`src/rtl/uart_pkg.sv`:
```
// Shared definitions for the UART receive path: FSM state encodings,
// frame bit indices and the oversampling sample-point formula.
package uart_pkg;

   localparam logic [2:0] ST_IDLE   = 3'd0;
   localparam logic [2:0] ST_START  = 3'd1;
   localparam logic [2:0] ST_DATA   = 3'd2;
   localparam logic [2:0] ST_PARITY = 3'd3;
   localparam logic [2:0] ST_STOP   = 3'd4;

   localparam logic [3:0] BIT_START = 4'd0;

   // The majority sampler needs three edges around mid-bit, so its result settles at P/2+2.
   function automatic logic [15:0] samp_point(input logic [15:0] prescale);
      return (prescale >> 1) + 16'd2;
   endfunction

endpackage

```
`src/rtl/edge_bit_counter.sv`:
```
// Oversampling edge counter and frame bit counter. edge_cnt wraps at
// prescale-1 and advances bit_cnt; clr returns both to the start bit.
module edge_bit_counter
   import uart_pkg::*;
#(
   parameter int PRESCALE_WIDTH = 6
) (
   input  logic                      CLK,
   input  logic                      RST,
   input  logic                      en,
   input  logic                      clr,
   input  logic [PRESCALE_WIDTH-1:0] prescale,
   output logic [PRESCALE_WIDTH-1:0] edge_cnt,
   output logic [3:0]                bit_cnt,
   output logic                      last_edge
);

   logic [PRESCALE_WIDTH-1:0] edge_cnt_r;
   logic [3:0]                bit_cnt_r;

   assign last_edge = (edge_cnt_r == (prescale - PRESCALE_WIDTH'(1)));
   assign edge_cnt  = edge_cnt_r;
   assign bit_cnt   = bit_cnt_r;

   // Edge/bit position tracking; clear wins over counting.
   always_ff @(posedge CLK or negedge RST) begin
      if (!RST) begin
         edge_cnt_r <= '0;
         bit_cnt_r  <= BIT_START;
      end else if (clr) begin
         edge_cnt_r <= '0;
         bit_cnt_r  <= BIT_START;
      end else if (en) begin
         if (last_edge) begin
            edge_cnt_r <= '0;
            bit_cnt_r  <= bit_cnt_r + 4'd1;
         end else begin
            edge_cnt_r <= edge_cnt_r + PRESCALE_WIDTH'(1);
            bit_cnt_r  <= bit_cnt_r;
         end
      end else begin
         edge_cnt_r <= edge_cnt_r;
         bit_cnt_r  <= bit_cnt_r;
      end
   end

endmodule

```
`src/rtl/uart_rx_ctrl.sv`:
```
// UART receiver sequencing FSM: walks start, data, optional parity and stop
// bits, strobes the sampler/checkers and qualifies each frame with data_valid.
module uart_rx_ctrl
   import uart_pkg::*;
#(
   parameter int DATA_WIDTH     = 8,
   parameter int PRESCALE_WIDTH = 6
) (
   input  logic                      CLK,
   input  logic                      RST,
   input  logic                      rx_in,
   input  logic                      par_en,
   input  logic [PRESCALE_WIDTH-1:0] prescale,
   input  logic                      strt_glitch,
   input  logic                      par_err,
   input  logic                      stp_err,
   output logic                      dat_samp_en,
   output logic                      strt_chk_en,
   output logic                      par_chk_en,
   output logic                      stp_chk_en,
   output logic                      deser_en,
   output logic                      data_valid,
   output logic [PRESCALE_WIDTH-1:0] edge_cnt,
   output logic [3:0]                bit_cnt,
   output logic                      busy
);

   logic [2:0]                state_r;
   logic [2:0]                state_nxt_s;
   logic [PRESCALE_WIDTH-1:0] presc_r;
   logic                      par_en_r;
   logic                      last_edge_s;
   logic                      samp_hit_s;
   logic                      start_det_s;
   logic                      frame_end_s;
   logic                      active_s;

   assign active_s    = (state_r != ST_IDLE);
   assign samp_hit_s  = (16'(edge_cnt) == samp_point(16'(presc_r)));
   // A new frame may also begin in the final STOP cycle (back-to-back frames).
   assign start_det_s = ~rx_in & ((state_r == ST_IDLE) | ((state_r == ST_STOP) & last_edge_s));
   assign frame_end_s = last_edge_s & (((state_r == ST_START) & strt_glitch) | (state_r == ST_STOP));

   edge_bit_counter #(
      .PRESCALE_WIDTH (PRESCALE_WIDTH)
   ) u_edge_bit_counter (
      .CLK       (CLK),
      .RST       (RST),
      .en        (active_s),
      .clr       (frame_end_s),
      .prescale  (presc_r),
      .edge_cnt  (edge_cnt),
      .bit_cnt   (bit_cnt),
      .last_edge (last_edge_s)
   );

   // Next-state decision, taken only at bit boundaries once a frame is running.
   always_comb begin
      state_nxt_s = state_r;
      case (state_r)
         ST_IDLE: begin
            if (!rx_in) state_nxt_s = ST_START;
            else        state_nxt_s = ST_IDLE;
         end
         ST_START: begin
            if (last_edge_s) state_nxt_s = strt_glitch ? ST_IDLE : ST_DATA;
            else             state_nxt_s = ST_START;
         end
         ST_DATA: begin
            if (last_edge_s && (bit_cnt == 4'(DATA_WIDTH))) state_nxt_s = par_en_r ? ST_PARITY : ST_STOP;
            else                                            state_nxt_s = ST_DATA;
         end
         ST_PARITY: begin
            if (last_edge_s) state_nxt_s = ST_STOP;
            else             state_nxt_s = ST_PARITY;
         end
         ST_STOP: begin
            if (last_edge_s) state_nxt_s = rx_in ? ST_IDLE : ST_START;
            else             state_nxt_s = ST_STOP;
         end
         default: state_nxt_s = ST_IDLE;
      endcase
   end

   // State register plus per-frame capture of parity mode and prescale.
   always_ff @(posedge CLK or negedge RST) begin
      if (!RST) begin
         state_r  <= ST_IDLE;
         presc_r  <= '0;
         par_en_r <= 1'b0;
      end else begin
         state_r <= state_nxt_s;
         if (start_det_s) begin
            presc_r  <= prescale;
            par_en_r <= par_en;
         end else begin
            presc_r  <= presc_r;
            par_en_r <= par_en_r;
         end
      end
   end

   assign busy        = active_s;
   assign dat_samp_en = active_s;
   assign strt_chk_en = (state_r == ST_START)  & samp_hit_s;
   assign deser_en    = (state_r == ST_DATA)   & samp_hit_s;
   assign par_chk_en  = (state_r == ST_PARITY) & samp_hit_s;
   assign stp_chk_en  = (state_r == ST_STOP)   & samp_hit_s;
   assign data_valid  = (state_r == ST_STOP) & last_edge_s & ~stp_err & ~(par_en_r & par_err);

endmodule

```
`config.mk`:
```
export PLATFORM = sky130hd
export DESIGN_NAME = uart_rx_ctrl
export DESIGN_NICKNAME = d
export VERILOG_FILES = /design/src/rtl/uart_pkg.sv /design/src/rtl/edge_bit_counter.sv /design/src/rtl/uart_rx_ctrl.sv
export SDC_FILE = /design/constraint.sdc
export NUM_CORES = 1
export LEC_CHECK = 0
export CAP_MARGIN = 20
export CORE_ASPECT_RATIO = 1.25
export CORE_MARGIN = 4
export CORE_UTILIZATION = 54
export CTS_CLUSTER_DIAMETER = 30
export DETAILED_ROUTE_END_ITERATION = 10
export PLACE_DENSITY = 0.86
export SKIP_LAST_GASP = 1
export SYNTH_ARGS = -nofsm -noshare
export SYNTH_HDL_FRONTEND = slang
export SYNTH_SLANG_ARGS = --single-unit
```
`constraint.sdc`:
```
create_clock -name CLK -period 4.3 [get_ports CLK]
set_clock_uncertainty 0.2 [all_clocks]
set_input_delay 0.645 -clock CLK [delete_from_list [all_inputs] [get_ports CLK]]
set_output_delay 0.645 -clock CLK [all_outputs]
set_load 0.1 [all_outputs]
```
* After elaboration in Yosys (flattened, before gate mapping) *
Index checks and enable logic that the tools add are counted.

storage, ports and cells
  bits in registers = 20
  bits of input ports = 13
  output and inout bits = 17
  word-level logic and storage cells = 52

operators by class
  add/subtract/negate cells = 4
  eq/ne operators = 7
  mux-type cells = 14
  bitwise gates (word level) = 16
  reductions and logical operators = 6

operator list
  kind                                                  number
  two-way mux 6 bit                                     3
  case mux 3 bit (5 select lines)                       1
  equality test 6 bit                                   2
  two-way mux 3 bit                                     4
  two-way mux 4 bit                                     3
  bitwise AND 1 bit                                     11
  adder 5 x 2 -> 6 bit (second input constant)          1
  adder 6 x 1 -> 6 bit (second input constant)          1
  equality test 3 x 2 -> 1 bit (second input constant)  2
  subtractor 6 x 1 -> 6 bit (second input constant)     1
  adder 4 x 1 -> 4 bit (second input constant)          1
  equality test 4 bit (second input constant)           1
  two-way mux 2 bit                                     2
  nonzero test 2 bit                                    2
  equality test 3 x 1 -> 1 bit (second input constant)  1
  equality test 3 bit (second input constant)           1
  zero test 3 bit                                       1
  inverter 1 bit                                        3
  nonzero test 3 bit                                    1
  bitwise OR 1 bit                                      2
  AND reduction 2 bit                                   1
  logical AND 1 bit                                     1
  two-way mux 1 bit                                     1

* Longest topological paths before layout *
Gate-level depths: netlist of run 1.

  word-level depth = 6
  mapped depth = 9
  mapped depth without buffers = 8

* By module *
From an unflattened synthesis of run 1, not the netlist that was laid out.

second synthesis, totals
  cell total of the unflattened synthesis = 145
  area, all modules = 1437.6 µm²

modules (own cells, without submodules)
  module            instances  cells each  area an instance (µm²)  seq. area each (µm²)
  uart_rx_ctrl      1          69          723.2                   250.2
  edge_bit_counter  1          76          714.4                   250.2

* Worst setup path before layout of run 1 *
No wires, ideal clock.

  path type = register to output
  from = register u_edge_bit_counter.edge_cnt_r[2] (netlist: u_edge_bit_counter.edge_cnt[2])
  to = output port strt_chk_en
  arrival time = 3.924 ns
  data required time = 3.455 ns
  slack = -0.469 ns
  cell stages (with the launch flop) = 6
  path buffers = 1
  cells stage by stage = dfrtp_1 > clkbuf_1 > xnor2_1 > nand3_1 > or3_1 > nor3_1

on the way
  cells in the longest elaborated chain, start to end = 2

RTL lines
  element                   RTL line                source
  start: declaration        edge_bit_counter.sv:18  logic [PRESCALE_WIDTH-1:0] edge_cnt_r;
  start signal: assignment  edge_bit_counter.sv:38  edge_cnt_r <= edge_cnt_r + PRESCALE_WIDTH'(1);
  start signal: assignment  edge_bit_counter.sv:42  edge_cnt_r <= edge_cnt_r;
  equality test 6 bit       uart_rx_ctrl.sv:39      assign samp_hit_s = (16'(edge_cnt) == samp_point(16'(presc_r)));
  bitwise AND 1 bit         uart_rx_ctrl.sv:105     assign strt_chk_en = (state_r == ST_START) & samp_hit_s;
  end: declaration          uart_rx_ctrl.sv:18      output logic strt_chk_en,

Every way passes these cells.

* Worst setup path after layout of run 1 *
  from = register state_r[1]
  to = output port busy

on the way
  cells in the longest elaborated chain, start to end = 1

RTL lines
  element                   RTL line            source
  start: declaration        uart_rx_ctrl.sv:28  logic [2:0] state_r;
  start signal: assignment  uart_rx_ctrl.sv:92  state_r <= state_nxt_s;
  nonzero test 3 bit        uart_rx_ctrl.sv:38  assign active_s = (state_r != ST_IDLE);
  end: declaration          uart_rx_ctrl.sv:25  output logic busy

Every way passes these cells.

==> results of run 1 <==
## per-layer routing
metal,vias up,GRT usage [%]
met5,-,0
met4,0,8.63
met3,7,3.26
met2,30,33.4
met1,573,25.0
li1,570,-
## flip-flops by register name (all words and copies together) (netlist names)
| register | count |
|---|---|
| u_edge_bit_counter.bit_cnt | 4 |
| u_edge_bit_counter.edge_cnt | 6 |
| par_en_r | 1 |
| state_r | 3 |
| presc_r | 6 |
## synthesized netlist by cell type
cell type  number
or4_1           1
buf_6           1
a211o_1         1
nand2_1        13
nand2b_1        3
o31a_1          1
mux2_2          7
o21a_1          1
nand4_1         1
o211ai_1        1
buf_4           1
xnor2_2         1
o2bb2ai_1       1
inv_1          10
or3_1           1
nor3_2          3
a31oi_1         1
nor3b_1         1
a311oi_1        1
ha_1            7
nand3b_1        1
nor4_1          3
a21oi_1         1
dfrtp_1        20
nand3_1        11
xnor2_1         8
o211ai_2        1
or2_2           1
nor2_1         10
nor3_1          8
clkinv_1        1
o21ai_1         1
clkbuf_1        3
xor2_1          7
o32ai_1         1
mux2i_1         3
o21ai_0         9
nand4b_1        1
## layout make-up
cell class                 instances  area, um2  area share, %
multi-input combinational        111        786           47.1
clock buffer                       3       22.5           1.35
sequential                        20        500           30.0
timing repair buffer              29        278           16.6
inverter                          11       41.3           2.47
tap                               33       41.3           2.47
## cells by family after synthesis
kind of cell    Yosys count  share of synthesized area (%)
compound gates           20                           9.84
simple gates             58                           22.2
buf+inv                  16                           5.29
mux                      10                           8.08
fa+ha+maj                 7                           6.50
xor+xnor                 16                           11.0
flops                    20                           37.1
## path summary, 6_finish.rpt
| path | to | slack (ns) | depth (start not counted) |
|---|---|---|---|
| max in group asynchronous | u_edge_bit_counter.bit_cnt[2] | 2.70 | 1 |
| worst min register to register | u_edge_bit_counter.bit_cnt[2] | 0.37 | 1 |
| worst max register to register | presc_r[1] | 1.45 | 8 |
| worst min-delay path | u_edge_bit_counter.bit_cnt[2] | 0.37 | 1 |
| min in group asynchronous | par_en_r | 0.64 | 1 |
| worst max-delay path | busy | 0.77 | 3 |
## power groups by stage
stage | registers, mW | clock network (mW) | logic [mW]
after floorplan | 0.192 | 0 | 0.00292
after global placement | 0.193 | 0 | 0.0165
after detailed placement | 0.193 | 0 | 0.0171
after CTS | 0.189 | 0.0883 | 0.0171
after global routing | 0.190 | 0.0988 | 0.0182
final | 0.189 | 0.0866 | 0.0168
## placed cells by master (no fill, tap or decap), types with 3 or more instances in the layout
master            n
buf_4             5
clkbuf_4          3
clkdlybuf4s50_1  24
dfrtp_1          20
ha_1              7
inv_1            10
mux2_2            7
mux2i_1           3
nand2_1          13
nand2b_1          3
nand3_1          11
nor2_1           10
nor3_1            6
nor3_2            5
nor4_1            3
o21ai_0           9
xnor2_1           8
xor2_1            7
==> results.txt, run 1 <==
----------------------------------------------------
[Status]
  Status ... finished clean

[Min path]
  Critical hold path startpoint ... u_edge_bit_counter.bit_cnt[2]
  Kind of path behind the tightest hold check ... register to register

[Synthesis]
  Number of warnings issued by yosys ... 0
  Synth Cell Area ... 1350 um2
  Average size of a mapped cell ... 9.17 um2
  Biggest area contributors in the synthesized netlist ... dfrtp_1 (37%), ha_1 (6.5%), mux2_2 (5.8%), xnor2_1 (5.2%), xor2_1 (4.5%)
  Proportion of netlist area held by the largest area contributor ... 37.1%
  Number of cells produced by synthesis ... 147
  Top cell type by total area after synthesis ... dfrtp_1
  Register area share after synthesis ... 37.1%
  Synthesis-stage register bit count ... 20
  Post-synthesis cell type count ... 38
  Net count after synthesis ... 167

[Pwr]
  P_leak ... 0.711 nW
  Cell area power density ... 176 nW/um2
  Design internal power ... 0.231 mW
  Sequential Power Share ... 64.7%
  Switching share of total power ... 21.1%
  Fraction of power consumed by the clock network ... between 20 and 30%
  Maximum VDD drop ... roughly 0.16 mV
  Part of the total power dissipated in combinational logic ... 5.7%
  Sw Pwr ... 0.0617 mW
  Total power ... 0.293 mW

[Die]
  IO Count ... 30
  Initial core utilization ... 56.1%
  Standard cell core area ... ~2400 um2
  Area enclosed by the die boundary ... 3360 um2
  Die width ... 52.7 um
  Die boundary height ... 63.9 um
  Row count ... 20

[Worst setup path]
  Required time reported for the critical path endpoint ... ~3.5 ns
  Sort of element at the start of the critical path ... register
  Crit-path slowest cell ... clkdlybuf4s50_1
  Worst setup path startpoint ... state_r[1]
  Chain of cells forming the critical path ... nor3_2, clkinv_1, clkdlybuf4s50_1
  CP Max Fanout ... 10
  Top delay family on crit path ... buffers and inverters
  Path type of the worst setup path ... register to primary output
  CP Buf/Inv Count ... 2
  Stage delay of the slowest cell on the critical path ... 1.05 ns
  Endpoint class of the critical path ... primary output
  Startpoint of the most critical register-to-register path ... presc_r[2]
  Worst path arrival time ... 2.69 ns

[CTS]
  Setup bufs post-CTS ... 0
  Post-cts repair resize count ... 0
  Number of buffers created by CTS ... 3
  CTS clock-pin slew for the worst setup and hold paths ... 0.11 ns
  Count of clock tree sinks ... 20
  Worst-skew pair later-pin latency ... between 0.2 and 0.3 ns
  Maximum count of clock buffers along a single path ... 2
  CTS Hold Buffers Added ... 0
  Clock tree from TritonCTS ... done
  CTS H-tree depth ... 1
  CTS root buf ... clkbuf_4

[Route]
  Count of routing violations after the opening detailed-route iteration ... 30
  Count of nets left with antenna violations after detail routing ... 0
  Top sig layer ... met4
  Vias post-DR ... 1,180
  Met1 layer wirelength in the final routing ... 1280 um
  Met2 wire length ... 1530 um
  Routed via count divided by cell count ... 5.70
  Detailed-route DRC error count ... 0
  Total Routed Length ... ~3000 um
  Total iterations of the first detailed-routing run ... 4
  WL met3 ... 126 um
  WL/cell ... 14.5 um

[Place]
  HPWL Detailed ... 2380 um
  Gpl congestion ... ~0.98
  Placed cell count ... 204
  Number of input and output port buffers inserted ... 29
  Post-place setup slack ... around 1.1 ns
  Area after DPL ... 1650 um2

[Global route]
  Total routing resource utilization after global routing ... ~20%
  Maximum number of pins on one net before global-route repair ... 21
  Via count of the first global-routing pass ... 1,177
  Wire length of the first global-routing pass ... 5200 um
  Initial antenna violation count ... 0
  Congestion Overflow GR ... 0

[Timing]
  Slew margin rel. ... 35.3%
  Count of pins over their slew limit ... 0
  Setup WS post-layout ... 0.770 ns
  Setup-failing EPs final ... 0
  FMAX ... ~280 MHz
  Transition time at the pin with the least slew margin ... 0.968 ns
  Hold violation count in the final report ... 0
  Sum of negative setup slack ... 0 ns
  Worst hold slack ... 0.372 ns
  Time the final worst path needs with I/O delays and setup ... 3.53 ns
  Setup repair after global routing missed its margin ... no
  Final clock period utilization by the worst path ... 82.1%

[Cells and area]
  Number of nets in the layout ... between 150 and 200
  Post-route core utilization ... 69.5%
  Synthesis-to-finish area growth ... 23.9%
  Cell Count, Final, Fillers Out ... 207
  Layout cell share with drive strength beyond 1 ... 13.2%
  Total of fill cells in the finished design ... roughly 210
  Final instance area ... 1670 um2
  Diodes inserted ... 0

[Run]
  Maximum capacitance violations ... 0

----------------------------------------------------
Power figures use the tool's default switching activity.
==> run 2: changes to the inputs <==
Settings changed: CORE_UTILIZATION 54 to 50, PLACE_DENSITY 0.86 to 0.8.
Clock period 4.3 ns to 3.7 ns, I/O delays scaled along.
==> run 2 against run 1 <==
Clock power is 19% higher. Routed wire length is 3.4% higher. Global-route usage is 0.83 points lower. Power is 17% higher. Via count is 1.2% higher. First-iteration DRC count is 30% higher. Largest cell class unchanged.
==> results.txt, run 2 (same netlist as run 1, synthesis figures left out) <==
----------------------------------------------------
[Status]
  Status ... finished clean

[Die]
  IO Count ... 30 (unchanged)
  Row count ... 20 (unchanged)
  Die boundary height ... 66.0 um (+3.4%)
  Standard cell core area ... 2500 um2 (+4.2%)
  Initial core utilization ... 53.8% (-2.2 points)
  Die width ... 54.4 um (+3.3%)
  Area enclosed by the die boundary ... 3590 um2 (+6.9%)

[Global route]
  Total routing resource utilization after global routing ... 19.2% (-0.83 points)
  Initial antenna violation count ... 0 (unchanged)
  Via count of the first global-routing pass ... 1,205 (+2.4%)
  Congestion Overflow GR ... 0 (unchanged)
  Wire length of the first global-routing pass ... 5130 um (-1.2%)
  Maximum number of pins on one net before global-route repair ... 21 (unchanged)

[Pwr]
  P_leak ... 0.721 nW (+1.4%)
  Total power ... 0.343 mW (+17%)
  Maximum VDD drop ... 0.174 mV (+12%)
  Cell area power density ... 203 nW/um2 (+16%)

[Route]
  Total iterations of the first detailed-routing run ... 4 (unchanged)
  Count of routing violations after the opening detailed-route iteration ... 39 (+30%)
  Routed via count divided by cell count ... 5.74 (+0.70%)
  Vias post-DR ... 1,194 (+1.2%)
  WL/cell ... 14.9 um (+2.9%)
  Detailed-route DRC error count ... 0 (unchanged)
  Count of nets left with antenna violations after detail routing ... 0 (unchanged)
  Total Routed Length ... 3100 um (+3.4%)

[Worst setup path]
  Path type of the worst setup path ... register to primary output
  Worst setup path startpoint ... presc_r[2]
  Sort of element at the start of the critical path ... register
  CP Buf/Inv Count ... 2 (unchanged)
  Required time reported for the critical path endpoint ... 2.94 ns (-0.51 ns)
  Crit Reg-Reg Endpoint ... u_edge_bit_counter.bit_cnt[1]
  CP Max Fanout ... 7 (-3)
  Top delay family on crit path ... simple AND/OR/NAND/NOR gates
  Chain of cells forming the critical path ... inv_1, ha_1, xnor2_1, nand3_1, or3_1, nor3_2, buf_4
  Crit-path slowest cell ... dfrtp_1
  Worst path arrival time ... 2.49 ns (-0.20 ns)
  Crit path to ... strt_chk_en
  Startpoint of the most critical register-to-register path ... presc_r[2]
  Endpoint class of the critical path ... primary output
  Count of cells along the worst register-to-register path ... 8 (unchanged)
  Stage delay of the slowest cell on the critical path ... 0.50 ns (-0.55 ns)
  Total number of cells along the worst setup path ... 7 (+4)
  Reg-to-reg setup timing slack ... 1.23 ns (-0.22 ns)

[Cells and area]
  Synthesis-to-finish area growth ... 25.4%
  Diodes inserted ... 0 (unchanged)
  Number of nets in the layout ... 197 (+0.51%)
  Commonest cells after routing, fill and taps aside ... clkdlybuf4s50_1 (22), dfrtp_1 (20), nand2_1 (13), nand3_1 (11), inv_1 (10)
  Layout cell share with drive strength beyond 1 ... 16.6% (+3.4 points)
  Commonest non-fill, non-tap cell in the layout ... clkdlybuf4s50_1

[Place]
  Number of input and output port buffers inserted ... 29 (unchanged)
  Gpl congestion ... 0.869 (-11%)
  HPWL Detailed ... 2350 um (-0.90%)

[CTS]
  Count of clock tree sinks ... 20 (unchanged)
  CTS Hold Buffers Added ... 0 (unchanged)
  CTS clock-pin slew for the worst setup and hold paths ... 0.11 ns (about the same)
  Clock tree from TritonCTS ... done
  Maximum count of clock buffers along a single path ... 2 (unchanged)
  CTS H-tree depth ... 1 (unchanged)
  Setup bufs post-CTS ... 0 (unchanged)
  Number of buffers created by CTS ... 3 (unchanged)
  Worst-skew pair later-pin latency ... 0.30 ns (about the same)
  CTS root buf ... clkbuf_4
  Post-cts repair resize count ... 0 (unchanged)

[Run]
  Maximum capacitance violations ... 0 (unchanged)

[Timing]
  Sum of negative setup slack ... 0 ns (unchanged)
  Final clock period utilization by the worst path ... between 80% and 90%
  Transition time at the pin with the least slew margin ... 0.970 ns (+0.00283 ns)
  Setup repair after global routing missed its margin ... no
  Hold violation count in the final report ... 0 (unchanged)
  Slew margin rel. ... 35.1% (-0.19 points)
  FMAX ... between 300 and 400 MHz
  Count of pins over their slew limit ... 0 (unchanged)
  Setup-failing EPs final ... 0 (unchanged)
  Time the final worst path needs with I/O delays and setup ... 3.24 ns

[Min path]
  Kind of path behind the tightest hold check ... register to register

----------------------------------------------------
-- run 2: final cells by class --
type	count	area, um2
fillers	215	812
multi-input cells	111	805
flip-flops and latches	20	500
repair buffers	30	280
inverters	11	41.3
well taps	33	41.3
clock buffers	3	22.5
-- run 2: how the worst min path moves through the flow --
stage | end | startpoint | slack, ns | cells past startpoint
final | u_edge_bit_counter.bit_cnt[2] | u_edge_bit_counter.bit_cnt[2] | 0.37 | 1
after global routing | u_edge_bit_counter.bit_cnt[2] | u_edge_bit_counter.bit_cnt[2] | 0.40 | 1
after CTS | u_edge_bit_counter.bit_cnt[2] | u_edge_bit_counter.bit_cnt[2] | 0.38 | 1
after detailed placement | u_edge_bit_counter.bit_cnt[2] | u_edge_bit_counter.bit_cnt[2] | 0.35 | 1
after global placement | u_edge_bit_counter.bit_cnt[2] | u_edge_bit_counter.bit_cnt[2] | 0.34 | 1
after floorplan | par_en_r | RST | 0.06 | 0
-- run 2: power breakdown --
group          total, mW  switching [mW]  internal (mW)
combinational     0.0191         0.00729         0.0118
sequential         0.220         0.00144          0.219
clock              0.103          0.0654         0.0380
-- run 2: routing by layer --
layer | part of all wire [%] | vias to the layer above | global-route usage, % | wire (um)
met5 | 0 | - | 0 | 0
met3 | 5.3 | 8 | 2.93 | 165
met2 | 51 | 44 | 30.2 | 1590
met4 | 1.9 | 0 | 10.3 | 59
li1 | - | 568 | - | -
met1 | 42 | 574 | 24.6 | 1290
-- run 2: metrics by stage --
step                util, %  setup WS (ns)  instances  cell area, um2  hold slack [ns]
floorplan                 -         -0.155        147            1380           0.0594
detailed placement     66.6          0.823        205            1670            0.347
CTS                    67.6          0.466        208            1690            0.384
finish                 67.6          0.456        208            1690            0.370
global route           67.6          0.323        208            1690            0.401
global placement       66.6          0.917        205            1670            0.337
==> run 3: changes to the inputs <==
Settings changed: MAX_ROUTING_LAYER set to met4, TNS_END_PERCENT set to 100.
==> run 3 against run 2 <==
Maximum frequency is essentially flat. Sequential power is essentially flat. Critical endpoint unchanged. Power is essentially flat. Worst setup slack gained 0.0015 ns. Clock-buffer cell count is the same. Non-clock buffer count is the same. Utilization is the same. Clock power is essentially flat. Via count grew 0.25%. First-iteration DRC count shrank 5.1%. Worst hold slack is essentially flat.
==> results.txt, run 3 (same netlist as run 1, synthesis figures left out) <==
----------------------------------------------------
[Timing]
  Setup repair after global routing missed its margin ... no
  Final clock period utilization by the worst path ... 87.6% (about the same)
  Transition time at the pin with the least slew margin ... 0.970 ns (unchanged)
  Count of pins over their slew limit ... 0 (unchanged)
  FMAX ... 308 MHz (about the same)
  Slew margin rel. ... 35.1% (unchanged)
  Hold violation count in the final report ... 0 (unchanged)
  Worst hold slack ... 0.370 ns (+0.00000100 ns)
  Sum of negative setup slack ... 0 ns (unchanged)
  Time the final worst path needs with I/O delays and setup ... 3.24 ns (-0.00154 ns)
  Setup-failing EPs final ... 0 (unchanged)

[Global route]
  Initial antenna violation count ... 0 (unchanged)
  Congestion Overflow GR ... 0 (unchanged)
  Wire length of the first global-routing pass ... 5140 um (+0.14%)
  Via count of the first global-routing pass ... 1,204 (-0.083%)
  Maximum number of pins on one net before global-route repair ... 21 (unchanged)
  Total routing resource utilization after global routing ... 19.7% (+0.49 points)

[Die]
  Area enclosed by the die boundary ... 3590 um2 (unchanged)
  Initial core utilization ... 53.8% (unchanged)
  Row count ... 20 (unchanged)
  IO Count ... 30 (unchanged)
  Standard cell core area ... 2500 um2 (unchanged)
  Die width ... 54.4 um (unchanged)
  Die boundary height ... 66.0 um (unchanged)

[CTS]
  Number of buffers created by CTS ... 3 (unchanged)
  CTS clock-pin slew for the worst setup and hold paths ... 0.11 ns (about the same)
  CTS H-tree depth ... 1 (unchanged)
  Setup bufs post-CTS ... 0 (unchanged)
  Post-cts repair resize count ... 0 (unchanged)
  Worst-skew pair later-pin latency ... 0.30 ns (about the same)
  Clock tree from TritonCTS ... done
  CTS Hold Buffers Added ... 0 (unchanged)
  Count of clock tree sinks ... 20 (unchanged)
  CTS root buf ... clkbuf_4
  Maximum count of clock buffers along a single path ... 2 (unchanged)

[Worst setup path]
  Chain of cells forming the critical path ... inv_1, ha_1, xnor2_1, nand3_1, or3_1, nor3_2, buf_4
  CP Max Fanout ... 7 (unchanged)
  CP Buf/Inv Count ... 2 (unchanged)
  Required time reported for the critical path endpoint ... 2.94 ns (about the same)
  Count of cells along the worst register-to-register path ... 8 (unchanged)
  Path type of the worst setup path ... register to primary output
  Sort of element at the start of the critical path ... register
  Startpoint of the most critical register-to-register path ... presc_r[2]
  Crit-path slowest cell ... dfrtp_1
  Stage delay of the slowest cell on the critical path ... 0.50 ns (about the same)
  Crit Reg-Reg Endpoint ... u_edge_bit_counter.bit_cnt[1]
  Worst path arrival time ... 2.49 ns (about the same)
  Reg-to-reg setup timing slack ... 1.23 ns (about the same)
  Top delay family on crit path ... simple AND/OR/NAND/NOR gates
  Endpoint class of the critical path ... primary output

[Cells and area]
  Commonest non-fill, non-tap cell in the layout ... clkdlybuf4s50_1
  Synthesis-to-finish area growth ... 25.4% (unchanged)
  Diodes inserted ... 0 (unchanged)
  Area used by multi-input combinational logic ... 805 um2 (unchanged)
  Layout cell share with drive strength beyond 1 ... 16.6% (unchanged)
  Total of fill cells in the finished design ... 215 (unchanged)
  Sequential cell area ... 500 um2 (unchanged)
  Commonest cells after routing, fill and taps aside ... clkdlybuf4s50_1 (22), dfrtp_1 (20), nand2_1 (13), nand3_1 (11), inv_1 (10)
  Number of nets in the layout ... 197 (unchanged)

[Pwr]
  Maximum VDD drop ... 0.174 mV (+0.11%)
  Total power ... 0.343 mW (about the same)
  P_leak ... 0.721 nW (unchanged)
  Cell area power density ... 203 nW/um2 (about the same)

[Route]
  Vias post-DR ... 1,197 (+0.25%)
  WL/cell ... 14.9 um (about the same)
  Total iterations of the first detailed-routing run ... 4 (unchanged)
  Routed via count divided by cell count ... 5.75 (+0.25%)
  Count of routing violations after the opening detailed-route iteration ... 37 (-5.1%)
  Detailed-route DRC error count ... 0 (unchanged)
  Count of nets left with antenna violations after detail routing ... 0 (unchanged)
  Total Routed Length ... 3100 um (about the same)

[Run]
  Maximum capacitance violations ... 0 (unchanged)

[Place]
  Gpl congestion ... 0.883 (+1.6%)
  HPWL Detailed ... 2350 um (unchanged)
  Number of input and output port buffers inserted ... 29 (unchanged)

[Min path]
  Worst Hold Endpoint ... u_edge_bit_counter.bit_cnt[2]
  Kind of path behind the tightest hold check ... register to register
  Number of cells on the worst hold path ... 1 (unchanged)
  Critical hold path startpoint ... u_edge_bit_counter.bit_cnt[2]

[Status]
  Status ... finished clean

----------------------------------------------------
[run 3: cell counts in the layout (fill, tap and decap cells not counted)]
Identical to the previous run, type by type.
[run 3: how the worst max path moves through the flow]
stage | depth (start not counted) | start | end | slack [ns]
2_1_floorplan | 5 | u_edge_bit_counter.edge_cnt[2] | strt_chk_en | -0.15
5_1_grt | 7 | presc_r[2] | strt_chk_en | 0.32
4_1_cts | 7 | presc_r[2] | strt_chk_en | 0.47
3_3_place_gp | 7 | presc_r[2] | strt_chk_en | 0.92
3_5_place_dp | 7 | presc_r[2] | strt_chk_en | 0.82
6_report | 7 | presc_r[2] | strt_chk_en | 0.46
[run 3: area by class of cell]
type / instances / share of cell area, %
Clock buffer: 3 / 1.33
Inverter: 11 / 2.44
Multi-Input combinational cell: 111 / 47.6
Sequential cell: 20 / 29.6
Tap cell: 33 / 2.44
Timing Repair Buffer: 30 / 16.6
[run 3: routing by layer]
layer | global-route usage, % | wire length, um | up-vias
li1 | - | - | 568
met1 | 25.0 | 1330 | 577
met2 | 30.2 | 1570 | 43
met3 | 2.26 | 125 | 9
met4 | 10.3 | 69 | 0
met5 | - | 0 | -
[run 3: through the flow]
step	utilization, %	instances	setup WS [ns]	instance area [um2]
after floorplan	-	147	-0.155	1380
after global placement	66.6	205	0.917	1670
after detailed placement	66.6	205	0.823	1670
after CTS	67.6	208	0.466	1690
after global routing	67.6	208	0.323	1690
final	67.6	208	0.458	1690
[run 3: where the power goes]
group	internal, mW	leakage, nW	switching, mW
combinational	0.0118	0.465	0.00729
sequential	0.219	0.242	0.00144
clock	0.0380	0.0138	0.0653
total	0.269	0.721	0.0740
